$ cat src/rtl/rvc_asap_5pl_lsu.sv
// rvc_asap_5pl_lsu
// Load/store unit sitting between the Q103H pipeline stage and the synchronous
// memory wrapper. In Q103H it issues address, write data, byte enables and the
// write/read enables. In Q104H it lane-shifts, extends and, for split loads,
// merges the wrapper's read data into the writeback value.
//
// Build option: RVC_LSU_MISALIGN_SPLIT_EN
//   defined   - a misaligned access is split into two aligned accesses with a
//               one-cycle stall; MisalignErrQ104H is tied low.
//   undefined - a misaligned access issues nothing and is flagged on
//               MisalignErrQ104H in Q104H; StallLsu is tied low.
//
// Ports:
//   Clock, Rst                core clock, asynchronous active-high reset
//   ReqValidQ103H             load or store present in Q103H
//   ReqWrEnQ103H              1 = store, 0 = load
//   Funct3Q103H               000 B, 001 H, 010 W, 100 BU, 101 HU
//   AddrQ103H, StDataQ103H    effective address and store source
//   StallLsu                  hold Q103H and earlier stages this cycle
//   MemAddr, MemWrData        wrapper address and write data
//   MemByteEn                 wrapper byte enables
//   MemWrEn, MemRdEn          wrapper write / read enables
//   MemRdDataQ104H            wrapper read data, one cycle after MemRdEn
//   LdDataQ104H, LdValidQ104H aligned and extended load result
//   MisalignErrQ104H          misaligned access rejected (non-split build)
//
// state  | meaning
// IDLE   | accepting requests; aligned accesses complete here
// SECOND | second aligned half of a split access (split build only)

module rvc_asap_5pl_lsu #(
    parameter int ADDR_W      = 32,
    parameter int WORD_STRIDE = 4
) (
    input  logic              Clock,
    input  logic              Rst,
    input  logic              ReqValidQ103H,
    input  logic              ReqWrEnQ103H,
    input  logic [2:0]        Funct3Q103H,
    input  logic [ADDR_W-1:0] AddrQ103H,
    input  logic [31:0]       StDataQ103H,
    output logic              StallLsu,
    output logic [ADDR_W-1:0] MemAddr,
    output logic [31:0]       MemWrData,
    output logic [3:0]        MemByteEn,
    output logic              MemWrEn,
    output logic              MemRdEn,
    input  logic [31:0]       MemRdDataQ104H,
    output logic [31:0]       LdDataQ104H,
    output logic              LdValidQ104H,
    output logic              MisalignErrQ104H
);

    // The second half of a split access has to land on a word boundary.
    if ((WORD_STRIDE % 4) != 0) begin : g_stride_check
        $error("WORD_STRIDE must be a multiple of 4");
    end

    logic [1:0]  req_off;
    logic [3:0]  size_mask;
    logic [7:0]  wide_en;
    logic        misaligned;
    logic [31:0] st_data_lo;

    logic [2:0]  q104_funct3;
    logic [1:0]  q104_off;
    logic        q104_ld_valid;
    logic        q104_merge;
    logic        q104_err;
    logic [31:0] low_word;
    logic [31:0] ld_raw;
    logic [31:0] ld_ext;

    assign req_off = AddrQ103H[1:0];

    always_comb begin
        case (Funct3Q103H[1:0])
            2'b00:   size_mask = 4'b0001;
            2'b01:   size_mask = 4'b0011;
            default: size_mask = 4'b1111;
        endcase
    end

    // An access is misaligned exactly when its enables spill into the next word.
    assign wide_en    = {4'b0000, size_mask} << req_off;
    assign misaligned = |wide_en[7:4];
    assign st_data_lo = StDataQ103H << {req_off, 3'b000};

`ifdef RVC_LSU_MISALIGN_SPLIT_EN
    typedef enum logic {IDLE, SECOND} state_t;

    state_t            state;
    logic [2:0]        lat_funct3;
    logic [1:0]        lat_off;
    logic              lat_wr_en;
    logic [3:0]        lat_en_hi;
    logic [ADDR_W-1:0] lat_base;

    always_ff @(posedge Clock or posedge Rst) begin
        if (Rst) begin
            state         <= IDLE;
            lat_funct3    <= '0;
            lat_off       <= '0;
            lat_wr_en     <= 1'b0;
            lat_en_hi     <= '0;
            lat_base      <= '0;
            low_word      <= '0;
            q104_funct3   <= '0;
            q104_off      <= '0;
            q104_ld_valid <= 1'b0;
            q104_merge    <= 1'b0;
        end else begin
            q104_ld_valid <= 1'b0;
            q104_merge    <= 1'b0;
            case (state)
                IDLE: begin
                    if (ReqValidQ103H) begin
                        if (misaligned) begin
                            state      <= SECOND;
                            lat_funct3 <= Funct3Q103H;
                            lat_off    <= req_off;
                            lat_wr_en  <= ReqWrEnQ103H;
                            lat_en_hi  <= wide_en[7:4];
                            lat_base   <= {AddrQ103H[ADDR_W-1:2], 2'b00};
                        end else begin
                            q104_funct3   <= Funct3Q103H;
                            q104_off      <= req_off;
                            q104_ld_valid <= !ReqWrEnQ103H;
                        end
                    end
                end
                SECOND: begin
                    state <= IDLE;
                    // Read data arriving now belongs to the first (low) word.
                    if (!lat_wr_en) begin
                        low_word      <= MemRdDataQ104H;
                        q104_funct3   <= lat_funct3;
                        q104_off      <= lat_off;
                        q104_ld_valid <= 1'b1;
                        q104_merge    <= 1'b1;
                    end
                end
                default: state <= IDLE;
            endcase
        end
    end

    assign q104_err = 1'b0;

    always_comb begin
        StallLsu  = 1'b0;
        MemAddr   = AddrQ103H;
        MemWrData = '0;
        MemByteEn = '0;
        MemWrEn   = 1'b0;
        MemRdEn   = 1'b0;
        if (Rst) begin
            MemAddr = '0;
        end else if (state == SECOND) begin
            MemAddr   = lat_base + ADDR_W'(WORD_STRIDE);
            MemByteEn = lat_en_hi;
            MemWrData = StDataQ103H >> {(3'd4 - {1'b0, lat_off}), 3'b000};
            MemWrEn   = lat_wr_en;
            MemRdEn   = !lat_wr_en;
        end else if (ReqValidQ103H) begin
            MemByteEn = wide_en[3:0];
            MemWrData = st_data_lo;
            MemWrEn   = ReqWrEnQ103H;
            MemRdEn   = !ReqWrEnQ103H;
            if (misaligned) begin
                MemAddr  = {AddrQ103H[ADDR_W-1:2], 2'b00};
                StallLsu = 1'b1;
            end
        end
    end
`else
    always_ff @(posedge Clock or posedge Rst) begin
        if (Rst) begin
            q104_funct3   <= '0;
            q104_off      <= '0;
            q104_ld_valid <= 1'b0;
            q104_err      <= 1'b0;
        end else begin
            q104_ld_valid <= ReqValidQ103H && !ReqWrEnQ103H;
            q104_err      <= ReqValidQ103H && misaligned;
            if (ReqValidQ103H) begin
                q104_funct3 <= Funct3Q103H;
                q104_off    <= req_off;
            end
        end
    end

    assign q104_merge = 1'b0;
    assign low_word   = '0;

    always_comb begin
        StallLsu  = 1'b0;
        MemAddr   = AddrQ103H;
        MemWrData = '0;
        MemByteEn = '0;
        MemWrEn   = 1'b0;
        MemRdEn   = 1'b0;
        if (Rst) begin
            MemAddr = '0;
        end else if (ReqValidQ103H && !misaligned) begin
            MemByteEn = wide_en[3:0];
            MemWrData = st_data_lo;
            MemWrEn   = ReqWrEnQ103H;
            MemRdEn   = !ReqWrEnQ103H;
        end
    end
`endif

    // Split loads shift across the {high, low} word pair.
    assign ld_raw = 32'((q104_merge ? {MemRdDataQ104H, low_word}
                                    : {32'h0000_0000, MemRdDataQ104H}) >> {q104_off, 3'b000});

    always_comb begin
        case (q104_funct3)
            3'b000:  ld_ext = {{24{ld_raw[7]}}, ld_raw[7:0]};
            3'b001:  ld_ext = {{16{ld_raw[15]}}, ld_raw[15:0]};
            3'b100:  ld_ext = {24'h000000, ld_raw[7:0]};
            3'b101:  ld_ext = {16'h0000, ld_raw[15:0]};
            default: ld_ext = ld_raw;
        endcase
    end

    assign LdValidQ104H     = q104_ld_valid;
    assign LdDataQ104H      = (q104_ld_valid && !q104_err) ? ld_ext : '0;
    assign MisalignErrQ104H = q104_err;

endmodule

$ cat config.mk
export PLATFORM = sky130hd
export DESIGN_NAME = rvc_asap_5pl_lsu
export DESIGN_NICKNAME = d
export VERILOG_FILES = /design/src/rtl/rvc_asap_5pl_lsu.sv
export SDC_FILE = /design/constraint.sdc
export NUM_CORES = 1
export LEC_CHECK = 0
export ABC_CLOCK_PERIOD_IN_PS = 5500
export CORE_AREA = 2 2 81 83
export DETAILED_ROUTE_END_ITERATION = 10
export DIE_AREA = 0 0 83 85
export PLACE_DENSITY = 0.85
export SLEW_MARGIN = 20
export SYNTH_ARGS = -nofsm -noshare
export SYNTH_HDL_FRONTEND = slang
export SYNTH_SLANG_ARGS = --single-unit
$ cat constraint.sdc
create_clock -name Clock -period 5.5 [get_ports Clock]
set_input_delay 1.65 -clock Clock [delete_from_list [all_inputs] [get_ports Clock]]
set_output_delay 1.65 -clock Clock [all_outputs]
set_load 0.01 [all_outputs]
==> flow_summary_export.csv, run 1 <==
group,metric,value,unit
critical_path,worstPathMaxFanout,7,
drt,ant_nets,0,
synth,synth_area,1860,µm²
synth,ys_warn_count,0,
floorplanning,fp.dieW,83,µm
placed_design,dp_hpwl,7420,µm
sta,setup_tns,0,ns
cts,cts_tree,"yes",
cts,cts.sinks,7,
critical_path,critPathArrivalTime,3.76,ns
layout,ff_latch_area,175,µm²
synth,synth_nets,370,
layout,nets,568,
floorplanning,io_pins,208,
sta,drv_slew,0,
critical_path,crit_required,3.85,ns
global_routing,grt.overflow.total,0,
drt,first_pass_iters,4,
layout,multi_input_area,1550,µm²
sta,max_freq,185,MHz
critical_path,cp-start-kind,"primary input",
floorplanning,num_rows,29,
layout,final.fill_count,526,
global_routing,grt_pass1_vias,2776,
global_routing,grt_antenna_before_repair,0,
cts,h-tree-depth,1,
power_and_ir_drop,p_leak,0.00169,µW
power_and_ir_drop,pwr_density_cell,107,nW/µm²
placed_design,globalplace.congestion,0.917,
drt,drtIter0Drc,74,
drt,drc,0,
drt,vias_per_cell,5.11,
global_routing,grt_max_degree,35,
sta,setup_viol,0,
global_routing,grt_usage,0.242,
cts,hold_buffers,0,
cts,clk_pin_slew_worst_paths,0.04,ns
synth,synth_cells,267,
layout,finalInstanceArea,4050,µm²
drt,wl_per_cell,16.7,µm
cts,clockBufferDepth,2,
critical_path,cp-end-kind,"output port",
floorplanning,start_util,0.300,
sta,finClkSkew,0,ns
layout,syn2layout_area_growth,117,%
min_path,worstHoldStart,"q104_funct3[2]",
cts,clk_latency,0.22,ns
synth,ys_seq_elements,7,
layout,instances_no_fill,541,
sta,rsz0062_at_grt,"false",
placed_design,placed_cells,537,
critical_path,worstSetupPathType,"in2out",
synth,synth_top_area_frac,0.177,
power_and_ir_drop,vdd_drop_max,72.0,µV
drt,route.vias.total,2764,
synth,seq_area_frac_synth,0.0940,
sta,hold_viol,0,
layout,diodes,0,
global_routing,grt_pass1_wl,14000,µm
sta,fin_crit_sh,0.983,
drt,drt_wl_total,9020,µm
run_status,status,"finished, final reports clean",
job,max_cap_viol_count,0,
cts,cts_buffers,3,
min_path,min_path_type,"reg2reg",
synth,syn_area_per_cell,6.98,µm²
critical_path,setup.worst_path.start,"MemRdDataQ104H[31]",
floorplanning,die_y,85,µm
synth,yosys-top-cells-area,"mux2i_1 (18%), nor2b_1 (17%), a211oi_1 (12%)",
cts,root_buffer,"clkbuf_8",
critical_path,rr_startpoint,"q104_off[1]",
cts,post-cts-setup-buffers,0,
floorplanning,core,6200,µm²
sta,slew_headroom,0.564,
sta,worst_slew_pin_slew,0.650,ns
placed_design,post_dp_cell_area,4000,µm²
layout,layout-drive-gt1-share,0.0582,
floorplanning,die_area,7060,µm²
sta,period_minus_slack,5.41,ns
synth,yosys.area.top_type,"mux2i_1",
synth,synth.distinct_cells,33,
placed_design,io_buffers,206,
critical path: stages:
cell             delay (ns)
clkdlybuf4s50_1        0.52
mux2_2                 0.16
mux2i_1                0.09
o21ai_1                0.54
and3_1                 0.26
clkdlybuf4s50_1        0.53
layout make-up:
cell class,count,area share
Multi-Input combinational cell,230,0.384
Tap cell,77,0.0238
Clock buffer,4,0.0111
Timing Repair Buffer,219,0.534
Sequential cell,7,0.0433
Inverter,4,0.00371
cells in the mapped netlist:
cell       number
nor2b_1        51
mux2i_1        33
a211oi_1       31
nor2_1         30
o21ai_0        19
a21oi_1        17
clkbuf_1       14
a21o_1          9
and2_1          8
buf_2           8
and3_1          7
dfrtp_1         7
mux2_2          5
inv_1           4
nor3_1          3
buf_1           2
nand2_1         2
nand3_1         2
a211o_1         1
a22oi_1         1
and2b_1         1
buf_4           1
buf_6           1
conb_1          1
mux2_4          1
nand2b_1        1
nand3b_1        1
nor3_2          1
o2111a_4        1
o2111ai_2       1
o2bb2ai_1       1
or3_4           1
or4_1           1
layout by cell type (no fill, tap or decap), types with 2 or more instances in the layout:
cell	Yosys	routed
mux2i_1	33	33
nand2_1	2	2
and2_1	8	8
and3_1	7	7
dfrtp_1	7	7
clkdlybuf4s50_1	0	202
a21o_1	9	9
mux2_2	5	5
dlymetal6s2s_1	0	3
buf_4	1	13
nor2b_1	51	51
a211oi_1	31	31
nor3_1	3	3
clkbuf_8	0	3
a21oi_1	17	17
o21ai_0	19	18
inv_1	4	4
nor2_1	30	30
nand3_1	2	2
flip-flops by register name, indices dropped and copies added (netlist names):
signal	count
q104_funct3	3
q104_off	2
LdValidQ104H	1
MisalignErrQ104H	1
routing by layer:
metal	share of wire	GRT usage	routed length (µm)
met5	0	0	0
met4	0.020	0.0820	176
met3	0.10	0.0914	919
met2	0.49	0.434	4450
met1	0.39	0.262	3480
logic make-up after synthesis:
family	synth area share
flip-flops	0.0940
multiplexers	0.216
AND/OR/NAND/NOR	0.326
other	0.00201
buffers and inverters	0.0719
AO/OA/AOI/OAI	0.290
path summary, 6_finish.rpt:
kind / end / slack, ns / cells past startpoint
setup / recovery: LdDataQ104H[12] / 0.09 / 6
hold / removal: q104_funct3[2] / 0.56 / 1
setup reg to reg: q104_off[1] / 4.43 / 2
hold reg to reg: q104_funct3[2] / 0.56 / 1
max in group asynchronous: q104_funct3[0] / 3.61 / 3
min in group asynchronous: q104_funct3[1] / 1.77 / 3
timing repair:
action | in CTS | in global routing
hold endpoints to repair | 0 | 0
resized for setup | 1 | 3
endpoints found under the setup margin | 7 | 3
gates cloned | 0 | 0
metrics by stage:
stage                util  setup slack (ns)  power (µW)  hold slack (ns)
floorplan               -              1.08         194            0.514
global placement    0.644           -0.0245         358            0.556
detailed placement  0.644           -0.0810         363            0.555
CTS                 0.651             0.128         437            0.569
global route        0.652           0.00104         463            0.603
finish              0.652            0.0928         435            0.565
power by group:
group          internal, µW  switching, µW
sequential             56.2           6.94
clock                  50.1           21.6
combinational           174            127
No activity file was read; power rests on OpenSTA's default activity.
==> run 2: changes to the inputs <==
Settings changed: SKIP_LAST_GASP set to 1.
==> results of run 2 <==
No change in the layout: final DEF, timing and power equal those of run 1.
